==> src/rtl/fetch_unit_if.sv <==
// -----------------------------------------------------------------------------
// fetch_unit_if
//   Bundles the three buses of the fetch unit into a single interface:
//     - instruction-memory port : imem_addr, imem_en (out), imem_data (in)
//     - redirect from execute   : redir_valid, redir_target (in)
//     - decode handshake        : if_valid, if_instr, if_pc, if_pc4 (out),
//                                 if_ready (in)
//   modport master : the fetch unit's view.
//   modport slave  : the surrounding pipeline / memory view.
// -----------------------------------------------------------------------------
interface fetch_unit_if;
    logic [31:0] imem_addr;
    logic        imem_en;
    logic [31:0] imem_data;

    logic        redir_valid;
    logic [31:0] redir_target;

    logic        if_valid;
    logic        if_ready;
    logic [31:0] if_instr;
    logic [31:0] if_pc;
    logic [31:0] if_pc4;

    modport master (
        output imem_addr,
        output imem_en,
        input  imem_data,
        input  redir_valid,
        input  redir_target,
        output if_valid,
        input  if_ready,
        output if_instr,
        output if_pc,
        output if_pc4
    );

    modport slave (
        input  imem_addr,
        input  imem_en,
        output imem_data,
        output redir_valid,
        output redir_target,
        input  if_valid,
        output if_ready,
        input  if_instr,
        input  if_pc,
        input  if_pc4
    );
endinterface

==> src/rtl/fetch_unit.sv <==
// -----------------------------------------------------------------------------
// fetch_unit
//   Instruction fetch stage with a small FIFO fetch queue in front of decode.
//   Each cycle it reads one word from a combinational instruction memory at
//   the current PC (when the queue has room or decode is draining it), pushes
//   {pc, word} into the queue and advances the PC. J-type words can redirect
//   the PC immediately (early jump). A redirect from execute flushes the queue
//   and reloads the PC.
//
// Parameters
//   DEPTH      : queue entries, power of two, >= 2
//   RESET_PC   : word-aligned PC loaded while in reset
//   EARLY_JUMP : 1 = follow J-type (opcode 000010) targets at fetch time
//
// Ports
//   clk       : clock, rising edge
//   startin   : asynchronous active-low reset
//   bus       : fetch_unit_if.master (imem port, redirect, decode handshake)
//   q_count   : number of occupied queue entries
//   align_err : one-cycle pulse after a redirect with a misaligned target
// -----------------------------------------------------------------------------
module fetch_unit #(
    parameter int          DEPTH      = 4,
    parameter logic [31:0] RESET_PC   = 32'h0000_0000,
    parameter bit          EARLY_JUMP = 1'b1
) (
    input  logic                   clk,
    input  logic                   startin,
    fetch_unit_if.master           bus,
    output logic [$clog2(DEPTH):0] q_count,
    output logic                   align_err
);

    localparam int AW = $clog2(DEPTH);
    localparam int CW = AW + 1;

    localparam logic [5:0] OPC_J = 6'b000010;

    // architectural state
    logic [31:0]   pc_q,        pc_d;
    logic [AW-1:0] rd_ptr_q,    rd_ptr_d;
    logic [AW-1:0] wr_ptr_q,    wr_ptr_d;
    logic [CW-1:0] count_q,     count_d;
    logic          align_err_q, align_err_d;

    // queue storage, intentionally not reset: every read is qualified by if_valid
    logic [31:0] instr_mem [DEPTH];
    logic [31:0] pc_mem    [DEPTH];

    logic        head_valid;
    logic        pop;
    logic        push;
    logic        is_jump;
    logic [31:0] pc_plus4;
    logic [31:0] jump_pc;
    logic [31:0] head_pc;

    // Handshake decode. A pop frees a slot in the same cycle, so a full
    // queue can still fetch while decode drains it (full-rate streaming).
    // startin gates push so imem_en is low throughout reset.
    always_comb begin
        head_valid = (count_q != '0);
        pop        = head_valid && bus.if_ready;
        push       = startin && !bus.redir_valid &&
                     ((count_q != CW'(DEPTH)) || pop);
        pc_plus4   = pc_q + 32'd4;
        is_jump    = EARLY_JUMP && (bus.imem_data[31:26] == OPC_J);
        jump_pc    = {pc_plus4[31:28], bus.imem_data[25:0], 2'b00};
    end

    // Next-state logic. A redirect wins over everything else: the queue is
    // emptied, pointers return to zero and the PC reloads with the low two
    // bits dropped. A pop decode makes in the redirect cycle is still seen
    // by decode on the head outputs; only our internal copy is discarded.
    always_comb begin
        pc_d        = pc_q;
        rd_ptr_d    = rd_ptr_q;
        wr_ptr_d    = wr_ptr_q;
        count_d     = count_q;
        align_err_d = bus.redir_valid && (bus.redir_target[1:0] != 2'b00);

        if (bus.redir_valid) begin
            pc_d     = {bus.redir_target[31:2], 2'b00};
            rd_ptr_d = '0;
            wr_ptr_d = '0;
            count_d  = '0;
        end else begin
            if (push) begin
                pc_d     = is_jump ? jump_pc : pc_plus4;
                wr_ptr_d = wr_ptr_q + AW'(1);
            end
            if (pop) begin
                rd_ptr_d = rd_ptr_q + AW'(1);
            end
            count_d = count_q + CW'(push) - CW'(pop);
        end
    end

    // State registers with asynchronous active-low reset.
    always_ff @(posedge clk or negedge startin) begin
        if (!startin) begin
            pc_q        <= RESET_PC;
            rd_ptr_q    <= '0;
            wr_ptr_q    <= '0;
            count_q     <= '0;
            align_err_q <= 1'b0;
        end else begin
            pc_q        <= pc_d;
            rd_ptr_q    <= rd_ptr_d;
            wr_ptr_q    <= wr_ptr_d;
            count_q     <= count_d;
            align_err_q <= align_err_d;
        end
    end

    // Queue storage write. push is already suppressed by reset and redirect.
    always_ff @(posedge clk) begin
        if (push) begin
            instr_mem[wr_ptr_q] <= bus.imem_data;
            pc_mem[wr_ptr_q]    <= pc_q;
        end
    end

    // Outputs. The head is read straight from storage, so it cannot change
    // until the read pointer moves, which only happens on a pop.
    always_comb begin
        head_pc       = pc_mem[rd_ptr_q];
        bus.imem_addr = pc_q;
        bus.imem_en   = push;
        bus.if_valid  = head_valid;
        bus.if_instr  = instr_mem[rd_ptr_q];
        bus.if_pc     = head_pc;
        bus.if_pc4    = head_pc + 32'd4;
        q_count       = count_q;
        align_err     = align_err_q;
    end

endmodule

==> src/flat_wrapper.sv <==
// flat-port wrapper written by rule: the top's interface ports become plain ports
module fetch_unit_flat 
#(
    parameter int          DEPTH      = 4,
    parameter logic [31:0] RESET_PC   = 32'h0000_0000,
    parameter bit          EARLY_JUMP = 1'b1
)
  (clk, startin, q_count, align_err, bus_imem_addr, bus_imem_en, bus_imem_data, bus_redir_valid, bus_redir_target, bus_if_valid, bus_if_ready, bus_if_instr, bus_if_pc, bus_if_pc4);
  fetch_unit_if bus_i ();
  input  logic clk;
  input  logic startin;
  output logic [$clog2(DEPTH):0] q_count;
  output logic align_err;
  output wire logic [$bits(bus_i.imem_addr)-1:0] bus_imem_addr;
  output wire logic [$bits(bus_i.imem_en)-1:0] bus_imem_en;
  input wire logic [$bits(bus_i.imem_data)-1:0] bus_imem_data;
  input wire logic [$bits(bus_i.redir_valid)-1:0] bus_redir_valid;
  input wire logic [$bits(bus_i.redir_target)-1:0] bus_redir_target;
  output wire logic [$bits(bus_i.if_valid)-1:0] bus_if_valid;
  input wire logic [$bits(bus_i.if_ready)-1:0] bus_if_ready;
  output wire logic [$bits(bus_i.if_instr)-1:0] bus_if_instr;
  output wire logic [$bits(bus_i.if_pc)-1:0] bus_if_pc;
  output wire logic [$bits(bus_i.if_pc4)-1:0] bus_if_pc4;
  assign bus_imem_addr = bus_i.imem_addr;
  assign bus_imem_en = bus_i.imem_en;
  assign bus_i.imem_data = bus_imem_data;
  assign bus_i.redir_valid = bus_redir_valid;
  assign bus_i.redir_target = bus_redir_target;
  assign bus_if_valid = bus_i.if_valid;
  assign bus_i.if_ready = bus_if_ready;
  assign bus_if_instr = bus_i.if_instr;
  assign bus_if_pc = bus_i.if_pc;
  assign bus_if_pc4 = bus_i.if_pc4;
  fetch_unit #(.DEPTH(DEPTH), .RESET_PC(RESET_PC), .EARLY_JUMP(EARLY_JUMP)) u_core (.clk(clk), .startin(startin), .bus(bus_i), .q_count(q_count), .align_err(align_err));
endmodule
==> config.mk <==
export PLATFORM = sky130hd
export DESIGN_NAME = fetch_unit_flat
export DESIGN_NICKNAME = d
export VERILOG_FILES = /design/src/rtl/fetch_unit_if.sv /design/src/rtl/fetch_unit.sv /design/src/flat_wrapper.sv
export SDC_FILE = /design/constraint.sdc
export NUM_CORES = 1
export LEC_CHECK = 0
export CORE_UTILIZATION = 50
export CTS_BUF_LIST = sky130_fd_sc_hd__clkbuf_8
export CTS_CLUSTER_DIAMETER = 150
export DETAILED_ROUTE_END_ITERATION = 10
export GPL_TIMING_DRIVEN = 0
export PLACE_DENSITY_LB_ADDON = 0.05
export SETUP_SLACK_MARGIN = 0.3
export SKIP_CTS_REPAIR_TIMING = 1
export SLEW_MARGIN = 20
export SYNTH_ARGS = -nofsm -noshare
export SYNTH_HDL_FRONTEND = slang
export SYNTH_SLANG_ARGS = --single-unit
==> constraint.sdc <==
create_clock -name clk -period 5.4 [get_ports clk]
set_input_delay 0.54 -clock clk [delete_from_list [all_inputs] [get_ports clk]]
set_output_delay 0.54 -clock clk [all_outputs]
set_load 0.01 [all_outputs]
==> results.yml <==
critical_path:
  worstSetupPathType: "flip-flop to output pin"
  cp-end-kind: "output pin"
  r2r-start: "u_core.q_count[2]"
  reg2reg_slack_ps: 2310
  ff2ff_path_depth: 12
  required_ps: 4860
  r2r-end: "u_core.q_count[2]"
  cp.arrival_ps: 3550
  critPathLaunch: "u_core.rd_ptr_q[0]"
  path_max_fanout: 10
  startpoint_type: "flip-flop"
sta:
  tns_ps: 0
  rsz0062_at_grt: "no"
  fin_crit_ps: 4094
  tightestPinTransition_ps: 809.0
  slew_violations: 0
  fmax_ghz: 0.2443
  setup_viol: 0
  layout_worst_path_cycle_share_pct: 75.81
  max-slew-margin-rel_pct: 45.36
  layout_setup_ws_ps: 1306
  finalClockSkew_ps: 23.87
  hold_violations: 0
detailed_routing:
  drt_wl_total_mm: 30.70
  ant_nets: 0
  vias: 7607
  drtIter0Drc: 473
  wl_per_cell_um: 22.88
  drt_pass1_iterations: 4
  drc: 0
  routed_via_density: 5.668
placed_design:
  post-place-ws_ps: 1838
  placed_area_mm2: 0.01463
  port_buffers: 194
  gp_congestion: 0.8561
  dp_hpwl_mm: 21.31
  dp.cells: 1254
grt:
  grt_pass1_vias: 7758
  grt_pass1_wl_mm: 45.44
  gr-total-overflow: 0
  antenna_found_initial: 0
  grt_usage_pct: 25.19
  grt_max_degree: 35
finish:
  layout_commonest_cell: "edfxtp_1"
  final_cell_area_mm2: 0.01556
  final.fill_count: 1751
  utilization_pct: 65.71
  drive_gt1_share_pct: 14.66
  finalNonFillerCells: 1342
  layout_common_cells: "248 x edfxtp_1, 193 x clkdlybuf4s50_1, 56 x clkbuf_8"
  area_delta_synth_final_pct: 27.94
  antenna_cells: 0
  fin_nets: 1062
die:
  start_util_pct: 51.36
  core-area_mm2: 0.02368
  rows: 56
  die_h_um: 158.0
  ios: 202
  die_area_mm2: 0.02496
  die_x_um: 158.0
cts:
  cts.path.max_buffers: 3
  cts.clk_slew.worst_paths_ps: 60
  cts_tree: "yes"
  clk_latency_ps: 550
  cts_root_buf: "clkbuf_8"
  cts_inserted_buffers: 47
  clock_sinks: 286
  cts_max_level: 2
synth:
  ys_warn_count: 0
  synth_cell_type_count: 60
  async_flop_share_pct: 13.29
  yosys.area.top_type_share_pct: 61.22
  syn_area_mm2: 0.01216
  synth-edff-count: 248
  synth_area_leader_cell: "edfxtp_1"
  synth-seq-cells: 286
  syn_area_per_cell_um2: 16.64
  ys.flop_type: "edfxtp_1"
  seq_area_frac_synth_pct: 69.04
  syn_inst: 731
  synth_area_leaders: "edfxtp_1 61%, mux4_2 9.1%, dfrtp_1 7.8%"
min_path:
  holdCritPathClass: "input port to async pin"
power_and_ir_drop:
  peakVddDrop_uv: 296.9
  power_density_mw_per_mm2: 412.9
  leakagePower_uw: 0.005377
run_status:
  status: "finished clean"
run:
  drv_cap: 0
[area by class of cell]
type | count | area, µm² | share of cell area [%]
clock inverter | 31 | 152.6 | 0.9809
inverter | 18 | 67.56 | 0.4342
sequential | 286 | 8398 | 53.96
tap | 319 | 399.1 | 2.565
timing repair buffer | 200 | 2047 | 13.15
buffer | 42 | 230.2 | 1.479
clock buffer | 56 | 770.7 | 4.953
multi-input combinational | 390 | 3497 | 22.47
[per-stage QoR]
step	hold WS [ps]	total power, µW
detailed placement	508.1	4672
floorplan	244.4	3713
finish	463.5	6425
global route	491.2	6712
CTS	-88.16	6483
global placement	554.3	4646
[registers in the layout, summed over array words and instances, names as in the netlist]
| signal | cells |
|---|---|
| u_core.rd_ptr_q | 2 |
| u_core.wr_ptr_q | 2 |
| u_core.align_err | 1 |
| u_core.bus.imem_addr | 30 |
| u_core.q_count | 3 |
| u_core.instr_mem | 128 |
| u_core.pc_mem | 120 |
[cell families after synthesis]
| family | synth area share (%) |
|---|---|
| AOI/OAI and AO/OA | 4.927 |
| xor gates and xnor gates | 3.446 |
| adders and majority gates | 0.9875 |
| buffers and inverters | 2.448 |
| DFF | 69.04 |
| muxes | 11.88 |
| other | 0.03083 |
| and+or+nand+nor | 7.241 |
[report_power, final]
| part | internal [µW] | switching [µW] |
|---|---|---|
| clock | 988 | 820 |
| combinational | 1060 | 878 |
| sequential | 2560 | 116 |
| total | 4610 | 1810 |
[worst max-delay path by stage]
stage / endpoint / slack, ps / cells past startpoint
global route: bus_if_pc4[31] / 1140 / 10
global placement: u_core.pc_mem[0][30] / -1180 / 4
detailed placement: u_core.q_count[2] / 1840 / 12
CTS: bus_if_pc4[31] / 1270 / 10
floorplan: u_core.instr_mem[0][0] / 2360 / 3
finish: bus_if_pc4[26] / 1310 / 10
[routing by layer]
layer	wire length, µm	GRT usage [%]
met5	0	0
met4	394	6.090
met3	1948	4.708
met2	15370	42.27
met1	12990	34.22
[cell usage after synthesis (15+ instances only)]
cell and instances:
xor2_1 15, nand2_1 43, inv_1 18, dfrtp_1 38, nor2_1 41, o21ai_0 23
xnor2_1 31, clkbuf_1 19, nand3_1 19, mux4_2 49, edfxtp_1 248, a21oi_1 27
[critical path, cell delays in order (launching register included)]
cell             delay (ps)
dfrtp_1                 370
buf_6                   160
buf_12                  160
mux4_1                  430
ha_1                    220
nand3_1                 210
nor3_4                  280
and2_4                  250
and4_4                  250
xor2_2                  130
clkdlybuf4s50_1         540
Power figures use the tool's default switching activity.
